`src/rtl/cmd_dispatcher_pkg.sv`:
```
// cmd_dispatcher_pkg: device indices, op codes, error codes and FSM states shared by the dispatcher.
package cmd_dispatcher_pkg;
    localparam logic [3:0] DEV_SWITCH  = 4'd0;
    localparam logic [3:0] DEV_ADC     = 4'd1;
    localparam logic [3:0] DEV_DAC     = 4'd2;
    localparam logic [3:0] DEV_TIMER   = 4'd3;
    localparam logic [3:0] DEV_CLOCK   = 4'd4;
    localparam logic [3:0] OP_READ_DEF = 4'h1;
    localparam logic [1:0] ERR_NONE    = 2'd0;
    localparam logic [1:0] ERR_BAD_DEV = 2'd1;
    localparam logic [1:0] ERR_TIMEOUT = 2'd2;
    typedef enum logic [2:0] {ST_IDLE, ST_DECODE, ST_ISSUE, ST_WAIT, ST_RESULT} state_t;
endpackage

```
`src/rtl/cmd_dispatcher_result_serializer.sv`:
```
// cmd_dispatcher_result_serializer: holds up to three 16-bit result words and shifts one out per accepted write.
module cmd_dispatcher_result_serializer (
    input  logic        clk,
    input  logic        rst_n,
    input  logic        i_load,
    input  logic [47:0] i_words,
    input  logic [1:0]  i_count,
    input  logic        i_shift,
    output logic [15:0] o_word,
    output logic        o_last
);
    logic [47:0] r_words;
    logic [1:0]  r_left;
    always_ff @(posedge clk) begin
        if (!rst_n) begin
            r_words <= '0;
            r_left  <= '0;
        end else if (i_load) begin
            r_words <= i_words;
            r_left  <= i_count;
        end else if (i_shift && r_left != 2'd0) begin
            r_words <= {16'h0, r_words[47:16]};
            r_left  <= r_left - 2'd1;
        end
    end
    assign o_word = r_words[15:0];
    assign o_last = (r_left == 2'd1);
endmodule

```
`src/rtl/cmd_dispatcher.sv`:
```
// cmd_dispatcher: pops command words, strobes one device select, waits for ready with a timeout
// and streams any device result into the output FIFO.
module cmd_dispatcher
    import cmd_dispatcher_pkg::*;
#(
    parameter int         NDEV      = 5,
    parameter int         TIMEOUT_W = 16,
    parameter logic [3:0] OP_READ   = OP_READ_DEF
) (
    input  logic            clk,
    input  logic            rst_n,
    input  logic            en,
    input  logic            cmd_valid,
    output logic            cmd_pop,
    input  logic [31:0]     cmd,
    output logic [3:0]      op,
    output logic [7:0]      addr,
    output logic [15:0]     data,
    output logic [NDEV-1:0] cs,
    input  logic [NDEV-1:0] rdy,
    input  logic [13:0]     adc_out,
    input  logic [47:0]     time_in,
    input  logic            res_full,
    output logic            res_we,
    output logic [15:0]     res_data,
    output logic            busy,
    output logic            err,
    output logic [1:0]      err_code
);
    state_t                 r_state;
    logic [3:0]             r_op;
    logic [7:0]             r_addr;
    logic [15:0]            r_data;
    logic [3:0]             r_dev;
    logic [NDEV-1:0]        r_cs;
    logic [NDEV-1:0]        r_sel;
    logic [TIMEOUT_W-1:0]   r_cnt;
    logic                   r_err;
    logic [1:0]             r_code;

    logic                   w_pop;
    logic                   w_dev_ok;
    logic                   w_done;
    logic [TIMEOUT_W-1:0]   w_cnt_nxt;
    logic [1:0]             w_nres;
    logic [47:0]            w_words;
    logic [15:0]            w_word;
    logic                   w_last;

    assign w_pop     = rst_n && r_state == ST_IDLE && en && cmd_valid;
    assign w_dev_ok  = {1'b0, r_dev} < 5'(NDEV);
    // A zero counter marks the first WAIT cycle, where ready is still stale from before the strobe.
    assign w_done    = r_cnt != '0 && |(rdy & r_sel);
    assign w_cnt_nxt = r_cnt + 1'b1;
    assign w_nres    = (r_dev == DEV_ADC) ? 2'd1 : (r_dev == DEV_CLOCK && r_op == OP_READ) ? 2'd3 : 2'd0;
    assign w_words   = (r_dev == DEV_ADC) ? {34'h0, adc_out} : time_in;

    cmd_dispatcher_result_serializer u_ser (
        .clk     (clk),
        .rst_n   (rst_n),
        .i_load  (r_state == ST_WAIT && w_done && w_nres != 2'd0),
        .i_words (w_words),
        .i_count (w_nres),
        .i_shift (res_we),
        .o_word  (w_word),
        .o_last  (w_last)
    );

    always_ff @(posedge clk) begin
        if (!rst_n) begin
            r_state <= ST_IDLE;
            r_op    <= '0;
            r_addr  <= '0;
            r_data  <= '0;
            r_dev   <= '0;
            r_cs    <= '0;
            r_sel   <= '0;
            r_cnt   <= '0;
            r_err   <= 1'b0;
            r_code  <= ERR_NONE;
        end else begin
            r_cs <= '0;
            case (r_state)
                ST_IDLE: if (w_pop) begin
                    r_op    <= cmd[7:4];
                    r_addr  <= cmd[15:8];
                    r_data  <= cmd[31:16];
                    r_dev   <= cmd[3:0];
                    r_state <= ST_DECODE;
                end
                ST_DECODE: if (!w_dev_ok) begin
                    if (!r_err) begin
                        r_err  <= 1'b1;
                        r_code <= ERR_BAD_DEV;
                    end
                    r_state <= ST_IDLE;
                end else begin
                    r_cs    <= NDEV'(1) << r_dev;
                    r_sel   <= NDEV'(1) << r_dev;
                    r_state <= ST_ISSUE;
                end
                ST_ISSUE: begin
                    r_cnt   <= '0;
                    r_state <= ST_WAIT;
                end
                ST_WAIT: if (w_done) begin
                    r_state <= (w_nres != 2'd0) ? ST_RESULT : ST_IDLE;
                end else if (&w_cnt_nxt) begin
                    if (!r_err) begin
                        r_err  <= 1'b1;
                        r_code <= ERR_TIMEOUT;
                    end
                    r_state <= ST_IDLE;
                end else begin
                    r_cnt <= w_cnt_nxt;
                end
                ST_RESULT: if (res_we && w_last) r_state <= ST_IDLE;
                default: r_state <= ST_IDLE;
            endcase
        end
    end

    assign cmd_pop  = w_pop;
    assign op       = r_op;
    assign addr     = r_addr;
    assign data     = r_data;
    assign cs       = r_cs;
    assign res_we   = r_state == ST_RESULT && !res_full;
    assign res_data = w_word;
    assign busy     = r_state != ST_IDLE;
    assign err      = r_err;
    assign err_code = r_code;
endmodule

```
`config.mk`:
```
export PLATFORM = sky130hd
export DESIGN_NAME = cmd_dispatcher
export DESIGN_NICKNAME = d
export VERILOG_FILES = /design/src/rtl/cmd_dispatcher_pkg.sv /design/src/rtl/cmd_dispatcher_result_serializer.sv /design/src/rtl/cmd_dispatcher.sv
export SDC_FILE = /design/constraint.sdc
export NUM_CORES = 1
export LEC_CHECK = 0
export CAP_MARGIN = 20
export CORE_UTILIZATION = 34
export DETAILED_ROUTE_END_ITERATION = 10
export GPL_ROUTABILITY_DRIVEN = 0
export SLEW_MARGIN = 5
export SYNTH_ARGS = -nofsm -noshare
export SYNTH_HDL_FRONTEND = slang
export SYNTH_SLANG_ARGS = --single-unit
```
`constraint.sdc`:
```
create_clock -name clk -period 3 [get_ports clk]
set_input_delay 0.3 -clock clk [delete_from_list [all_inputs] [get_ports clk]]
set_output_delay 0.3 -clock clk [all_outputs]
set_load 0.05 [all_outputs]
```
; Word level (Yosys, flattened, before mapping)
; Index checks and enable logic that the tools add are counted.
; W data, S select, Z words.
[totals]
out_inout_bits = 55
in_bits = 104
reg_bits = 114
word_cells = 89
[op_classes]
addsub = 2
shift = 1
bitwise = 1
muxes = 27
order_cmp = 1
n_reduce_logical = 28
eq_ne = 17
[ops]
columns = cell, count
row1 = $mux W48, 3
row2 = $mux W16, 2
row3 = $pmux W16 S2, 1
row4 = $mux W2, 10
row5 = $add A16 B1 Y16 const B, 1
row6 = $reduce_and A16 Y1, 1
row7 = $reduce_bool A16 Y1, 1
row8 = $mux W3, 5
row9 = $pmux W3 S5, 1
row10 = $ne A2 B2 Y1 const B, 7
row11 = $logic_and A1 B1 Y1, 10
row12 = $reduce_bool A2 Y1, 5
row13 = $reduce_and A3 Y1, 3
row14 = $eq A4 B1 Y1 const B, 2
row15 = $eq A3 B2 Y1 const B, 2
row16 = $reduce_and A6 Y1, 1
row17 = $and A5 B5 Y5, 1
row18 = $reduce_or A5 Y1, 1
row19 = $shl A1 B4 Y5 const A, 1
row20 = $eq A4 B3 Y1 const B, 1
row21 = $lt A4 B3 Y1 const B, 1
row22 = $pmux W2 S2, 1
row23 = $reduce_and A2 Y1, 2
row24 = $reduce_and A4 Y1, 1
row25 = 11 further kinds, 13

; Longest topological paths before layout
; Gate-level depths: netlist of run 1.
[logic_depth]
depth_word = 8
ltp_mapped = 12
mapped_depth_nobuf = 9

; Modules after synthesis
; Synthesis of run 1 repeated with hierarchy kept, for this count alone.
[hier_totals]
cells_unflattened = 683
area_unflattened_um2 = 5759.3
[modules_own_cells]
columns = mod, area_per_inst_um2, cells_per_inst, instances, seq_area_each_um2
row1 = cmd_dispatcher, 3528.4, 438, 1, 1281.2
row2 = cmd_dispatcher_result_serializer, 2230.9, 245, 1, 1001.0

; Worst setup path before layout of run 1
; OpenSTA, ideal clock, no wires.
[synth_path]
path_kind = flip-flop to flip-flop
start = reg r_cnt[1]
end = reg r_cnt[11]
synth_period_minus_slack_ns = 2.257
path_slack_ns = 0.743
path_buffers = 2
setup_ns = 0.122
arrival_ns = 2.135
required_time_ns = 2.878
stages_incl_launch_ff = 10
cell_sequence = dfxtp_1 ha_1 and3_1 buf_2 nand4_1 xor2_1 nor4_4 a21oi_2 buf_6 a221o_1
[synth_between]
elab_chain_len = 4
elab_cells_between_ends = 10
cone_classes = add/sub: 1 / eq/ne: 2 / mux: 3 / reduce/logical: 4
[synth_rtl]
columns = element, line_no
row1 = "start, declared", cmd_dispatcher.sv:37  ; logic [TIMEOUT_W-1:0] r_cnt;
row2 = "start signal, assigned", cmd_dispatcher.sv:115  ; r_cnt <= w_cnt_nxt;
row3 = $add A16 B1 Y16 / $reduce_bool A16 Y1 (equally long branches), "cmd_dispatcher.sv:54, cmd_dispatcher.sv:53"
row4 = $reduce_and A16 Y1 (tied with other cells), cmd_dispatcher.sv:108  ; end else if (&w_cnt_nxt) begin
row5 = $ne A2 B2 Y1 (no source line) / $mux W16 (equally long branches), --
row6 = $reduce_and A3 Y1 (no source line) / $pmux W16 S2 (equally long branches), --
; Several ways; a longest one is shown, not always the timed one. The select of a mux whose other input is x is not followed.
; A chain may end at the register's enable or synchronous reset.

; Worst setup path in the final report of run 1
[layout_path]
start = reg r_cnt[1]
end = reg r_cnt[0]
[layout_between]
elab_chain_len = 4
elab_cells_between_ends = 7
cone_classes = add/sub: 1 / eq/ne: 2 / reduce/logical: 4
[layout_rtl]
columns = element, line_no
row1 = $add A16 B1 Y16 / $reduce_bool A16 Y1 (equally long branches), "cmd_dispatcher.sv:54, cmd_dispatcher.sv:53"
row2 = $reduce_and A16 Y1 / $logic_and A1 B1 Y1 (equally long branches), "cmd_dispatcher.sv:108, cmd_dispatcher.sv:53"
row3 = $ne A2 B2 Y1 (no source line), --
row4 = $reduce_and A3 Y1 (no source line) *, --
; Every way passes the cells marked *; elsewhere a longest branch is shown, timed or not.

==> flow_summary.toml, run 1 <==
[synthesis]
mappedNetlistNets = 745
async_flop_share_pct = 0
syn_inst = 636
yosysSeqAreaShare_pct = 42.7
yosysMostFrequentCell = "dfxtp_1"
synth_ff_type = "dfxtp_1"
yosysTopAreaCell = "dfxtp_1"
yosysWarnings = 0
synth-edff-count = 0
synth.top_cell.area_share_pct = 42.7
netlist_area_um2 = 5350
synth.avg_cell_area_um2 = 8.41
yosys-top-cells-area = "dfxtp_1 (43%), nor2_1 (6.0%), nand2_1 (5.8%), a21boi_0 (5.1%), buf_4 (2.8%)"
synth.distinct_cells = 62
yosys-top-cells-count = "dfxtp_1 (114), nor2_1 (85), nand2_1 (83)"
synth_seq_cells = 114

[routing]
drt_iter0_drc = 292
routedWlPerCell_um = 14.8
drtAntennaViolNets = 0
drcViolationCount = 0
avgViaCountPerCell = 4.95
wirelength_mm = 14.6
first_pass_iters = 4
vias = 4877

[min_path]
hp-class = "input pin to register"

[floorplan]
die_w_um = 127
die_y_um = 127
ioPinCount = 159
die-area_um2 = 16200
coreArea_um2 = 15300
start_util_pct = 35.1
num_rows = 45

[finish]
syn2layout_area_growth_pct = 40.8
drive_gt1_share_pct = 8.01
instances_no_fill = 985
antenna_cells = 0
n_fill_cell = 1437
fin_nets = 873

[worst_setup_path]
arrival_ns = 3.01
end_kind = "register"
path_class = "register to register"
start_kind = "register"
crit_required_ns = 3.35
cp_max_fo = 14

[pwr]
p_clk_share_pct = 49.4
p_sw_mw = 0.890
swShare_pct = 22.6
power_frac_comb_pct = 10.7
p_int_mw = 3.04
power.density_nw_per_um2 = 522
p_seq_share_pct = 39.9
ir_drop_mv = 0.392
p_leak_nw = 2.80

[timing]
max_freq_ghz = 0.376
fin_crit_ns = 2.66
relSlewSlack_pct = 56.0
drv_slew = 0
setup_viol = 0
hold_violations = 0
setup_ws_ns = 0.341
whs_ns = 0.291
fin_setup_tns_ns = 0
rsz0062_at_grt = "no"
worstMarginPinSlew_ns = 0.659
fin_worst_skew_ns = 0.0116
min_period_over_period_pct = 88.6

[global_routing]
overflow = 0
antenna_found_initial = 0
grt_usage_pct = 18.2
grt_max_degree = 57
grt_pass1_vias = 4739
grt_pass1_wl_mm = 23.1

[clock_tree]
cts_setup_buffers = 0
cts_tree = "done"
clock_sinks = 114
ctsResizeCount = 0
cts_hold_buf = 0
clk_latency_ns = 0.41
clockBufferDepth = 2
cts-root-buf = "clkbuf_16"
htreeDepth = 4
clkTransAtPathRegs_ns = 0.05
numCtsBuffers = 17

[place]
dpl.hpwl_mm = 10.4
portBuffers = 158
place_inst = 956
dp_worst_setup_slack_ns = 0.375

[status]
status = "finished clean"

[job]
cap_violations = 0
stage by stage:
stage               power (mW)  util, %  cell area [µm²]
floorplan                 1.80        -             5350
global placement          2.02     45.6             6960
global route              4.07     49.4             7530
finish                    3.93     49.4             7530
CTS                       3.97     49.4             7530
detailed placement        2.02     45.6             6960
per-layer routing:
layer,global-route usage (%),vias to the layer above,share of wire (%)
met3,5.53,17,6.7
met5,0,-,0
li1,-,2445,-
met2,31.9,142,49
met4,5.95,0,1.2
met1,21.1,2273,43
final timing paths:
| path | cells past startpoint | start | slack (ns) | endpoint |
|---|---|---|---|---|
| setup reg to reg | 8 | r_cnt[1] | 0.34 | r_cnt[0] |
| hold reg to reg | 2 | addr[4] | 0.46 | addr[4] |
| setup / recovery | 8 | r_cnt[1] | 0.34 | r_cnt[0] |
| hold / removal | 2 | rst_n | 0.29 | err |
area by class of cell:
class | count | area [µm²] | area share, %
multi-input combinational | 452 | 2710 | 36.0
sequential | 114 | 2280 | 30.3
timing repair buffer | 169 | 1670 | 22.2
clock buffer | 23 | 488 | 6.48
tap | 211 | 264 | 3.50
clock inverter | 6 | 80.1 | 1.06
inverter | 10 | 37.5 | 0.498
layout by cell type, fill, tap and decap left out, types with 4 or more instances in the layout:
| master | Yosys | final |
|---|---|---|
| o21ai_1 | 18 | 18 |
| clkinv_2 | 0 | 4 |
| o21a_1 | 5 | 5 |
| a211oi_1 | 14 | 14 |
| clkdlybuf4s50_1 | 0 | 156 |
| mux2i_1 | 14 | 14 |
| and3_1 | 13 | 13 |
| nor2_1 | 85 | 85 |
| a21boi_0 | 36 | 36 |
| buf_4 | 20 | 11 |
| clkbuf_8 | 0 | 4 |
| nor4_1 | 6 | 6 |
| clkbuf_16 | 0 | 17 |
| xnor2_1 | 7 | 7 |
| inv_1 | 10 | 10 |
| nand4_1 | 6 | 6 |
| nand3_1 | 16 | 16 |
| a21oi_1 | 25 | 25 |
| dfxtp_1 | 114 | 114 |
| or3_1 | 4 | 4 |
| ha_1 | 5 | 5 |
| a22oi_1 | 17 | 17 |
| o21ai_0 | 19 | 19 |
| nand2b_1 | 4 | 4 |
| nand2_1 | 83 | 83 |
| a221o_1 | 4 | 4 |
| nor2b_1 | 17 | 17 |
sequential cells by signal, summed over array words and instances (netlist names):
register	count
r_state	3
u_ser.r_left	2
r_cnt	16
data	16
addr	8
r_dev	4
err	1
r_sel	5
cs	5
err_code	2
u_ser.r_words	48
op	4
critical path, stage by stage, from the launching register on:
cell and delay [ns]:
dfxtp_1 0.47, ha_1 0.33, and3_1 0.31, nand4_1 0.13, xor2_1 0.20, nor4_4 0.34, nand2_2 0.17, a21oi_4 0.41
mux2_2 0.23
power by group through the flow:
stage	Clock [mW]	Combinational, mW	Sequential, mW
global route	2.06	0.448	1.57
global placement	0	0.418	1.60
detailed placement	0	0.423	1.60
CTS	1.98	0.424	1.57
finish	1.94	0.420	1.57
floorplan	0	0.143	1.65
logic make-up (layout without fill, tap and decap cells):
| group | after synthesis | after routing | synth area share, % |
|---|---|---|---|
| xor+xnor | 8 | 8 | 1.31 |
| flops | 114 | 114 | 42.7 |
| compound gates | 163 | 163 | 20.8 |
| mux | 15 | 15 | 2.83 |
| fa+ha+maj | 5 | 5 | 1.17 |
| simple gates | 261 | 261 | 24.2 |
| buf+inv | 70 | 208 | 7.04 |
Note: power is estimated with default switching activity, not from simulation.
==> run 2: changes to the inputs <==
--- a/config.mk
+++ b/config.mk
@@ -13,3 +13,4 @@
 export SYNTH_ARGS = -nofsm -noshare
 export SYNTH_HDL_FRONTEND = slang
 export SYNTH_SLANG_ARGS = --single-unit
+export TNS_END_PERCENT = 30
==> results of run 2 <==
Same layout as run 1: the final DEF is identical, and so are final timing and power.
